`src/rtl/poly_eval_pkg.sv`:
```
// Shared types and helpers for the sequential polynomial evaluator.
// Contents:
//   state_t    - evaluator FSM states
//   *_DEF      - default parameter values for poly_eval_seq
//   get_field  - extracts field v (width w) from a packed vector of up to 64 bits
package poly_eval_pkg;

  localparam int unsigned NVARS_DEF     = 3;
  localparam int unsigned IN_W_DEF      = 8;
  localparam int unsigned OUT_W_DEF     = 24;
  localparam int unsigned COEF_W_DEF    = 24;
  localparam int unsigned EXP_W_DEF     = 3;
  localparam int unsigned MAX_TERMS_DEF = 32;

  typedef enum logic [2:0] {
    IDLE,
    TERM,
    MUL,
    ACC,
    DONE
  } state_t;

  function automatic logic [31:0] get_field(input logic [63:0] vec,
                                            input int unsigned v,
                                            input int unsigned w);
    logic [63:0] mask;
    mask = (64'd1 << w) - 64'd1;
    return 32'((vec >> (v * w)) & mask);
  endfunction

endpackage

```
`src/rtl/poly_term_table.sv`:
```
// Term table for poly_eval_seq: MAX_TERMS entries of {coefficient, exponents}.
// Synchronous write port, asynchronous read port, contents not reset.
// Ports:
//   clk          clock
//   we           write strobe (already gated to IDLE by the parent)
//   waddr        write index
//   wcoef/wexp   entry written
//   raddr        read index
//   rcoef/rexp   entry at raddr (combinational)
module poly_term_table #(
  parameter int unsigned MAX_TERMS = 32,
  parameter int unsigned COEF_W    = 24,
  parameter int unsigned EXP_BITS  = 9
) (
  input  logic                         clk,
  input  logic                         we,
  input  logic [$clog2(MAX_TERMS)-1:0] waddr,
  input  logic [COEF_W-1:0]            wcoef,
  input  logic [EXP_BITS-1:0]          wexp,
  input  logic [$clog2(MAX_TERMS)-1:0] raddr,
  output logic [COEF_W-1:0]            rcoef,
  output logic [EXP_BITS-1:0]          rexp
);

  logic [COEF_W-1:0]   coef_mem [MAX_TERMS];
  logic [EXP_BITS-1:0] exp_mem  [MAX_TERMS];

  always_ff @(posedge clk) begin
    if (we) begin
      coef_mem[waddr] <= wcoef;
      exp_mem[waddr]  <= wexp;
    end
  end

  assign rcoef = coef_mem[raddr];
  assign rexp  = exp_mem[raddr];

endmodule

```
`src/rtl/poly_eval_seq.sv`:
```
// Sequential multivariate polynomial evaluator:
//   result = sum_i coef_i * prod_v x_v^exp_i,v  (mod 2^OUT_W)
// using one shared OUT_W x OUT_W multiplier over several cycles.
// Ports:
//   clk, rst_n            clock, asynchronous active-low reset
//   cfg_we/addr/coef/exp  term table write (honoured only in IDLE)
//   cfg_nterms            active term count, sampled at acceptance, clamped to MAX_TERMS
//   in_valid/in_ready     operand handshake, in_vars packed v at [v*IN_W +: IN_W]
//   out_valid/out_ready   result handshake, out_result held while waiting
//   busy                  high outside IDLE
// Optional (macro POLY_EVAL_STAT_EN):
//   stat_cycles           acceptance-to-valid cycles of the last result, saturating
//   stat_count            completed results, wrapping
module poly_eval_seq
  import poly_eval_pkg::*;
#(
  parameter int unsigned NVARS     = NVARS_DEF,
  parameter int unsigned IN_W      = IN_W_DEF,
  parameter int unsigned OUT_W     = OUT_W_DEF,
  parameter int unsigned COEF_W    = COEF_W_DEF,
  parameter int unsigned EXP_W     = EXP_W_DEF,
  parameter int unsigned MAX_TERMS = MAX_TERMS_DEF
) (
  input  logic                         clk,
  input  logic                         rst_n,
  input  logic                         cfg_we,
  input  logic [$clog2(MAX_TERMS)-1:0] cfg_addr,
  input  logic [COEF_W-1:0]            cfg_coef,
  input  logic [NVARS*EXP_W-1:0]       cfg_exp,
  input  logic [$clog2(MAX_TERMS):0]   cfg_nterms,
  input  logic                         in_valid,
  output logic                         in_ready,
  input  logic [NVARS*IN_W-1:0]        in_vars,
  output logic                         out_valid,
  input  logic                         out_ready,
  output logic [OUT_W-1:0]             out_result,
  output logic                         busy
`ifdef POLY_EVAL_STAT_EN
  ,
  output logic [15:0]                  stat_cycles,
  output logic [15:0]                  stat_count
`endif
);

  localparam int unsigned AW = $clog2(MAX_TERMS);
  localparam int unsigned NW = AW + 1;
  localparam int unsigned EB = NVARS * EXP_W;

  state_t                  state_q, state_d;
  logic [NVARS*IN_W-1:0]   vars_q;
  logic [NW-1:0]           nterms_q;
  logic [AW-1:0]           idx_q;
  logic [OUT_W-1:0]        acc_q, prod_q, mul_res;
  logic [EB-1:0]           cnt_q, cnt_dec;
  logic [COEF_W-1:0]       rd_coef;
  logic [EB-1:0]           rd_exp;
  logic [IN_W-1:0]         x_sel;
  int unsigned             sel_v;
  logic                    accept, tbl_we, last_term;

  assign accept    = in_valid && (state_q == IDLE);
  assign tbl_we    = cfg_we && (state_q == IDLE);
  assign last_term = ({1'b0, idx_q} + NW'(1)) >= nterms_q;

  assign in_ready   = (state_q == IDLE);
  assign busy       = (state_q != IDLE);
  assign out_valid  = (state_q == DONE);
  assign out_result = acc_q;

  poly_term_table #(
    .MAX_TERMS (MAX_TERMS),
    .COEF_W    (COEF_W),
    .EXP_BITS  (EB)
  ) u_table (
    .clk   (clk),
    .we    (tbl_we),
    .waddr (cfg_addr),
    .wcoef (cfg_coef),
    .wexp  (cfg_exp),
    .raddr (idx_q),
    .rcoef (rd_coef),
    .rexp  (rd_exp)
  );

  // Lowest variable with a nonzero remaining exponent feeds the multiplier.
  // The selected field is nonzero, so subtracting its unit never borrows
  // into a neighbouring field.
  always_comb begin
    sel_v = 0;
    for (int unsigned v = NVARS; v > 0; v--) begin
      if (get_field(64'(cnt_q), v - 1, EXP_W) != '0) sel_v = v - 1;
    end
    x_sel   = IN_W'(get_field(64'(vars_q), sel_v, IN_W));
    mul_res = prod_q * OUT_W'(x_sel);
    cnt_dec = cnt_q - (EB'(1) << (sel_v * EXP_W));
  end

  always_comb begin
    state_d = state_q;
    unique case (state_q)
      IDLE:    if (accept) state_d = (cfg_nterms == '0) ? DONE : TERM;
      TERM:    state_d = (rd_exp == '0) ? ACC : MUL;
      MUL:     state_d = (cnt_dec == '0) ? ACC : MUL;
      ACC:     state_d = last_term ? DONE : TERM;
      DONE:    if (out_ready) state_d = IDLE;
      default: state_d = IDLE;
    endcase
  end

  always_ff @(posedge clk or negedge rst_n) begin
    if (!rst_n) begin
      state_q  <= IDLE;
      vars_q   <= '0;
      nterms_q <= '0;
      idx_q    <= '0;
      acc_q    <= '0;
      prod_q   <= '0;
      cnt_q    <= '0;
    end else begin
      state_q <= state_d;
      unique case (state_q)
        IDLE: begin
          if (accept) begin
            vars_q   <= in_vars;
            nterms_q <= (cfg_nterms > NW'(MAX_TERMS)) ? NW'(MAX_TERMS) : cfg_nterms;
            idx_q    <= '0;
            acc_q    <= '0;
          end
        end
        TERM: begin
          prod_q <= OUT_W'($signed(rd_coef));
          cnt_q  <= rd_exp;
        end
        MUL: begin
          prod_q <= mul_res;
          cnt_q  <= cnt_dec;
        end
        ACC: begin
          acc_q <= acc_q + prod_q;
          if (!last_term) idx_q <= idx_q + AW'(1);
        end
        default: ;
      endcase
    end
  end

`ifdef POLY_EVAL_STAT_EN
  // run_q holds the number of edges since acceptance, so on the edge that
  // enters DONE from ACC it equals the latency of this result.
  logic [15:0] run_q;

  always_ff @(posedge clk or negedge rst_n) begin
    if (!rst_n) begin
      run_q       <= '0;
      stat_cycles <= '0;
      stat_count  <= '0;
    end else begin
      if (accept)             run_q <= 16'd1;
      else if (run_q != '1)   run_q <= run_q + 16'd1;
      if (state_d == DONE && state_q != DONE)
        stat_cycles <= (state_q == IDLE) ? 16'd1 : run_q;
      if (out_valid && out_ready) stat_count <= stat_count + 16'd1;
    end
  end
`endif

endmodule

```
`config.mk`:
```
export PLATFORM = sky130hd
export DESIGN_NAME = poly_eval_seq
export DESIGN_NICKNAME = d
export VERILOG_FILES = /design/src/rtl/poly_eval_pkg.sv /design/src/rtl/poly_term_table.sv /design/src/rtl/poly_eval_seq.sv
export SDC_FILE = /design/constraint.sdc
export NUM_CORES = 2
export LEC_CHECK = 0
export CORE_MARGIN = 4
export CORE_UTILIZATION = 35
export CTS_BUF_LIST = sky130_fd_sc_hd__clkbuf_2 sky130_fd_sc_hd__clkbuf_4 sky130_fd_sc_hd__clkbuf_8
export CTS_CLUSTER_SIZE = 20
export DETAILED_ROUTE_END_ITERATION = 10
export GPL_TIMING_DRIVEN = 0
export PLACE_DENSITY_LB_ADDON = 0.15
export SETUP_SLACK_MARGIN = 0.05
export SYNTH_ARGS = -nofsm -noshare
export SYNTH_HDL_FRONTEND = slang
export SYNTH_SLANG_ARGS = --single-unit
```
`constraint.sdc`:
```
create_clock -name clk -period 7.05 [get_ports clk]
set_clock_uncertainty 0.15 [all_clocks]
set_input_delay 1.7625 -clock clk [delete_from_list [all_inputs] [get_ports clk]]
set_output_delay 1.7625 -clock clk [all_outputs]
set_load 0.03 [all_outputs]
```
==> flow_metrics.py <==
metrics = {
    "yosys": {
        "netlist_area_um2": 50180,
        "synth_fp_nets": 2951,
        "post_synth.cell_area_avg_um2": 18.56,
        "synth_most_common_cell": "edfxtp_1",
        "synth-seq-cells": 1151,
        "synth_cell_type_count": 63,
        "synth_commonest_cells": "edfxtp_1, mux4_2, nand2_1, and2_1, inv_1",
        "synth_area_leaders": "edfxtp_1, mux4_2, dfrtp_1, fa_1, and2_1",
        "synth_edf_count": 1056,
        "yosys_warnings": 0,
        "synth_top_area_share": 0.6320,
        "async_reset_ff_frac": 0.08254,
        "yosys.area.top_type": "edfxtp_1",
        "syn_inst": 2703,
        "synth_flop_cell": "edfxtp_1",
        "seq_area_frac_synth": 0.6793,
    },
    "placement": {
        "io_buffer_count": 99,
        "hpwlAfterDp_um": 100700,
        "dp_cells": 4757,
        "gp_congestion": 0.8702,
        "place_ws_ns": -1.188,
        "placed_area_um2": 55220,
    },
    "timing": {
        "fin_crit_sh": 0.9577,
        "setup_viol": 0,
        "hold_violations": 0,
        "final.setup.tns_ns": 0,
        "fmax_mhz": 148.1,
        "slew_viol_final": 0,
        "rsz0062_at_grt": "no",
        "fin_crit_ns": 6.752,
        "fin_ws_ns": 0.2981,
        "worstMarginPinSlew_ns": 1.337,
        "slew_headroom": 0.1083,
    },
    "cts": {
        "cts.sink_count": 1151,
        "cts_tree": "yes",
        "cts_hold_buf": 0,
        "clk_pin_slew_worst_paths_ns": 0.06,
        "cts_buffers": 190,
        "cts_buffer_depth": 3,
        "htreeDepth": 4,
        "clkLatencyLatePin_ns": 0.92,
        "cts_root_buf": "clkbuf_8",
    },
    "global_route": {
        "grt_max_degree": 68,
        "grt_pass1_vias": 28780,
        "grt_antenna_before_repair": 16,
        "grt_overflow": 0,
        "grt_pass1_wl_um": 213700,
        "track_usage": 0.1993,
    },
    "detailed_routing": {
        "dr.pass1.iters": 5,
        "routed-via-count": 27320,
        "route.detailed.drc": 0,
        "via_per_inst": 5.337,
        "wire_per_inst_um": 29.19,
        "drtAntennaViolNets": 0,
        "routed_wl_um": 149400,
        "drt_iter0_markers": 2511,
    },
    "setup_path": {
        "r2r_start": "cnt_q[4]$_DFFE_PN0P_",
        "critPathLaunchType": "flip-flop",
        "worst-endpoint-required_ns": 7.65,
        "path_max_fanout": 10,
        "crit_start": "cnt_q[4]$_DFFE_PN0P_",
        "worstSetupPathType": "flip-flop to flip-flop",
        "setup.worst_path.end_class": "flip-flop",
        "arrival_ns": 7.35,
    },
    "floorplan": {
        "start_util": 0.3535,
        "fp-row-count": 138,
        "die_area_um2": 149500,
        "die_h_um": 386.6,
        "coreArea_um2": 141900,
        "die_x_um": 386.6,
        "io-pin-count": 100,
    },
    "final_layout": {
        "final_nets": 3312,
        "syn_to_final_growth_pct": 18.08,
        "instances_no_fill": 5118,
        "drive_above_1_share": 0.2520,
        "stdcell_area_um2": 59250,
    },
    "min_path": {
        "min-delay-path-class": "flip-flop to flip-flop",
        "hold_start": "out_result[23]$_DFFE_PN0P_",
    },
    "outcome": {
        "status": "complete, no violations",
    },
    "run": {
        "drv_cap": 0,
    },
}
critical path: stages (launching register included):
cell and delay, ns:
dfrtp_1 0.37, buf_6 0.14, or3_4 0.39, buf_6 0.15, or3_4 0.38, buf_6 0.15, buf_6 0.17, nor2_1 0.19
a31oi_4 0.09, clkbuf_4 0.25, and2_1 0.19, fa_1 0.49, fa_1 0.45, fa_1 0.52, inv_1 0.06, fa_1 0.53
inv_1 0.06, ha_1 0.23, or4_1 0.49, o22ai_2 0.28, o31ai_4 0.11, a21o_1 0.23, a21oi_1 0.16, o21bai_1 0.10
xnor2_1 0.16, o21ai_0 0.10
cells by family (layout without fill, tap and decap cells):
| group | Yosys count | after routing | synth area share |
|---|---|---|---|
| flops | 1151 | 1151 | 0.6793 |
| simple gates | 473 | 473 | 0.04648 |
| mux | 370 | 370 | 0.1564 |
| buf+inv | 258 | 769 | 0.02030 |
| compound gates | 226 | 226 | 0.02828 |
| fa+ha+maj | 175 | 175 | 0.05994 |
| xor+xnor | 50 | 50 | 0.009276 |
| other cells | 0 | 14 | 0 |
routing by layer:
layer / GRT usage / up-vias / share of wire
met4: 0.05831 / 6 / 0.026
met3: 0.04245 / 220 / 0.063
li1: - / 11400 / -
met2: 0.3205 / 949 / 0.48
met5: 0 / - / 0.00027
met1: 0.2744 / 14740 / 0.43
cells in the final DEF, fill, tap and decap left out, types with 8 or more instances in the layout:
master	count
edfxtp_1	1056
mux4_2	330
clkbuf_8	193
nand2_1	155
and2_1	134
inv_1	130
fa_1	108
clkdlybuf4s50_1	98
dfrtp_1	94
clkbuf_4	72
o21ai_0	69
clkbuf_1	68
ha_1	66
nor2_1	46
buf_12	46
a21oi_1	45
clkinv_1	45
nand3_1	36
nor2_4	32
mux2i_1	28
xnor2_1	28
buf_1	22
buf_2	21
xor2_1	20
nor3_1	19
buf_16	19
a21o_1	17
clkinv_2	17
diode_2	14
o22ai_1	14
mux2_2	12
nand2b_1	10
o211ai_1	10
nand3b_1	8
o21bai_1	8
through the flow:
step	utilization	hold slack (ns)
floorplan	-	0.2893
global placement	0.3772	0.3170
detailed placement	0.3890	0.3241
CTS	0.4167	0.3361
global route	0.4173	0.3441
finish	0.4175	0.3263
layout make-up:
type / count / area (um^2)
antenna: 14 / 35.03
buffer: 127 / 601.8
clock buffer: 260 / 3147
clock inverter: 82 / 576.8
fill: 12660 / 82680
inverter: 130 / 488.0
multi-input combinational: 1294 / 15470
sequential: 1151 / 34090
tap: 1890 / 2365
timing repair buffer: 170 / 2477
flip-flops by register name, indices dropped and copies added, names as in the netlist:
register	flops
idx_q	5
out_result	24
vars_q	24
state_q	3
cnt_q	9
nterms_q	6
prod_q	24
u_table.exp_mem	288
u_table.coef_mem	768
worst paths after layout:
kind	to	slack, ns	cells after the start
max reg2reg	prod_q[19]$_DFFE_PN0P_	0.30	25
max in group asynchronous	cnt_q[5]$_DFFE_PN0P_	5.37	2
min	out_result[23]$_DFFE_PN0P_	0.33	1
min in group asynchronous	vars_q[7]$_DFFE_PN0P_	0.66	1
min reg2reg	out_result[23]$_DFFE_PN0P_	0.33	1
max	prod_q[19]$_DFFE_PN0P_	0.30	25
timing repair:
action / in CTS / in global routing
pin swaps: 7 / 8
endpoints found under the setup margin: 15 / 8
setup buffers: 3 / 3
gates cloned: 0 / 0
gates resized for setup: 41 / 31
Power is not shown: default switching activity piles up to over one toggle a cycle in this logic, so the estimate is an artifact.
==> variant, RTL diff (same settings) <==
Change the package constant `EXP_W_DEF` from 3 to 6.
--- a/src/rtl/poly_eval_pkg.sv
+++ b/src/rtl/poly_eval_pkg.sv
@@ -9,7 +9,7 @@
   localparam int unsigned IN_W_DEF      = 8;
   localparam int unsigned OUT_W_DEF     = 24;
   localparam int unsigned COEF_W_DEF    = 24;
-  localparam int unsigned EXP_W_DEF     = 3;
+  localparam int unsigned EXP_W_DEF     = 6;
   localparam int unsigned MAX_TERMS_DEF = 32;
 
   typedef enum logic [2:0] {
Interface: changed (resized cfg_exp); port bits go from 100 to 109. The function was not compared with the original's and may differ.
==> variant against the original RTL <==
- final area grew 23%
- worst hold slack hardly changed
- sequential cell count increased by 297
- synthesized area grew 23%
- routed wire length rose by 23%
- sequential share of layout area is 1.6 points higher
- via count increased by 19%
- setup slack worse by 74 ps
- largest cell class unchanged
==> variant: results (changes against the original RTL) <==
| Metric | Value |
|---|---|
| Largest cells by area after synthesis | edfxtp_1 65%, mux4_2 15%, dfrtp_1 4.2% |
| Routed len/inst | 29.9 µm (+2.4%) |
| CP arrival | 7520 ps (+170 ps) |
| XOR/XNOR Fraction of Synth Area | 0.00790 (-0.00137) |
| Setup Buffers After CTS | 5 (+2) |
| Iter 0 DRT Violations | 3,299 (+31%) |
| Adder-Cell Fraction of Synth Area | 0.0487 (-0.0112) |
| 1st-pass router iterations | 7 (+2) |
| Gr usage total | 0.199 (about the same) |
| RD Place Congestion | 0.817 (-6.1%) |
| Number of synthesized flops with an enable pin | 1,344 (+27%) |
| Post-Place Cell Area | 67,800 µm² (+23%) |
| Initial antenna violation count | 11 (-5) |
| Largest regs | u_table.coef_mem x768, u_table.exp_mem x576 |
| Largest net degree at the start of global routing | 76 (+12%) |
| Post-synthesis mux area share | 0.162 (+0.00608) |
| Sequential area share after synthesis | 0.696 (+0.0165) |
| Via count | 32,615 (+19%) |
| Port bufs | 108 (+9.1%) |
| Hold endpoint | vars_q[1] |
| First-pass GRT wire length | 261 mm (+22%) |
| Worst slew pin tran | 1410 ps (+68.5 ps) |
| Status | finished clean |
| Syn_nets | 3,445 (+17%) |
| Synth top cells by count | 1,344 x edfxtp_1, 420 x mux4_2, 169 x nand2_1, 137 x and2_1, 127 x inv_1 |
| Post-synthesis cell type count | 70 (+11%) |
| Vias in the first global route | 34,010 (+18%) |
| Setup slack after placement | -919 ps (+269 ps) |
| Placed insts | 5,705 (+20%) |
| Clk Latency, worst-skew pair | 980 ps (+60 ps) |
| Total length of routed wires | 184 mm (+23%) |
| Fin Hold WS | 327 ps (+0.259 ps) |
| Crit path from | cnt_q[5] |
| Reg2Reg Setup Slack | 220 ps (-70 ps) |
| Share of cells above drive strength 1 | 0.267 (+0.0146) |
| Net count, final | 3,883 (+17%) |
| Critical path's slowest cell | or4_1 |
| Ys async rst share | 0.0718 (-0.0107) |
| DP Wirelength | 123 mm (+22%) |
| Mapped Cells | 3,188 (+18%) |
| Compound-Gate Fraction of Synth Area | 0.0251 (-0.00315) |
| TritonCTS Buffers | 232 (+22%) |
[variant: cell types whose count changed after synthesis, sizes merged, moves of 5 or more]
cell / unedited run / this run
nand2: 155 / 169
clkbuf: 81 / 71
nor3: 21 / 16
mux2i: 28 / 38
mux2: 12 / 17
buf: 47 / 79
mux4: 330 / 420
dfrtp: 95 / 104
nor2b: 1 / 6
nor2: 80 / 90
a21oi: 49 / 64
edfxtp: 1056 / 1344
and3: 0 / 5
[variant: power breakdown]
part           internal [mW]  leakage [nW]  switching (mW)
combinational           8.24          7.92            10.8
clock                   3.67          2.38            3.39
sequential              9.79          13.4           0.464
total                   21.7          23.7            14.6
[variant: cell type report]
class                      count  area (µm²)
fill                       15564      102000
clock buffer                 310        3820
tap                         2325        2910
multi-input combinational   1463       18100
clock inverter               113         684
timing repair buffer         204        2990
buffer                       150         722
sequential                  1448       43000
inverter                     127         477
antenna                        6        15.0
[variant: worst max-delay path: cells and delay by family (launching register included)]
kind                     cells  cell delay, ps
adder cells (fa/ha/maj)      5            2330
AO/OA/AOI/OAI                6            1190
AND/OR/NAND/NOR              5            1150
buffers and inverters        6             860
multiplexers                 2             410
flip-flops                   1             400
XOR/XNOR                     1             180
[variant: stage by stage]
stage / setup TNS [ps] / total power [mW]
6_report: 0 / 36.4
3_5_place_dp: -7520 / 29.1
3_3_place_gp: -2728480 / 29.2
4_1_cts: 0 / 36.5
2_1_floorplan: 0 / 23.5
5_1_grt: 0 / 38.9
[variant: metal layers]
metal  vias up  track usage  part of all wire  routed length (µm)
met5         -            0           0.00015                  27
met1     17713        0.278              0.44               80400
met3       238       0.0335             0.052                9600
li1      13665            -                 -                   -
met4         4       0.0479             0.020                3610
met2       995        0.329              0.49               90000
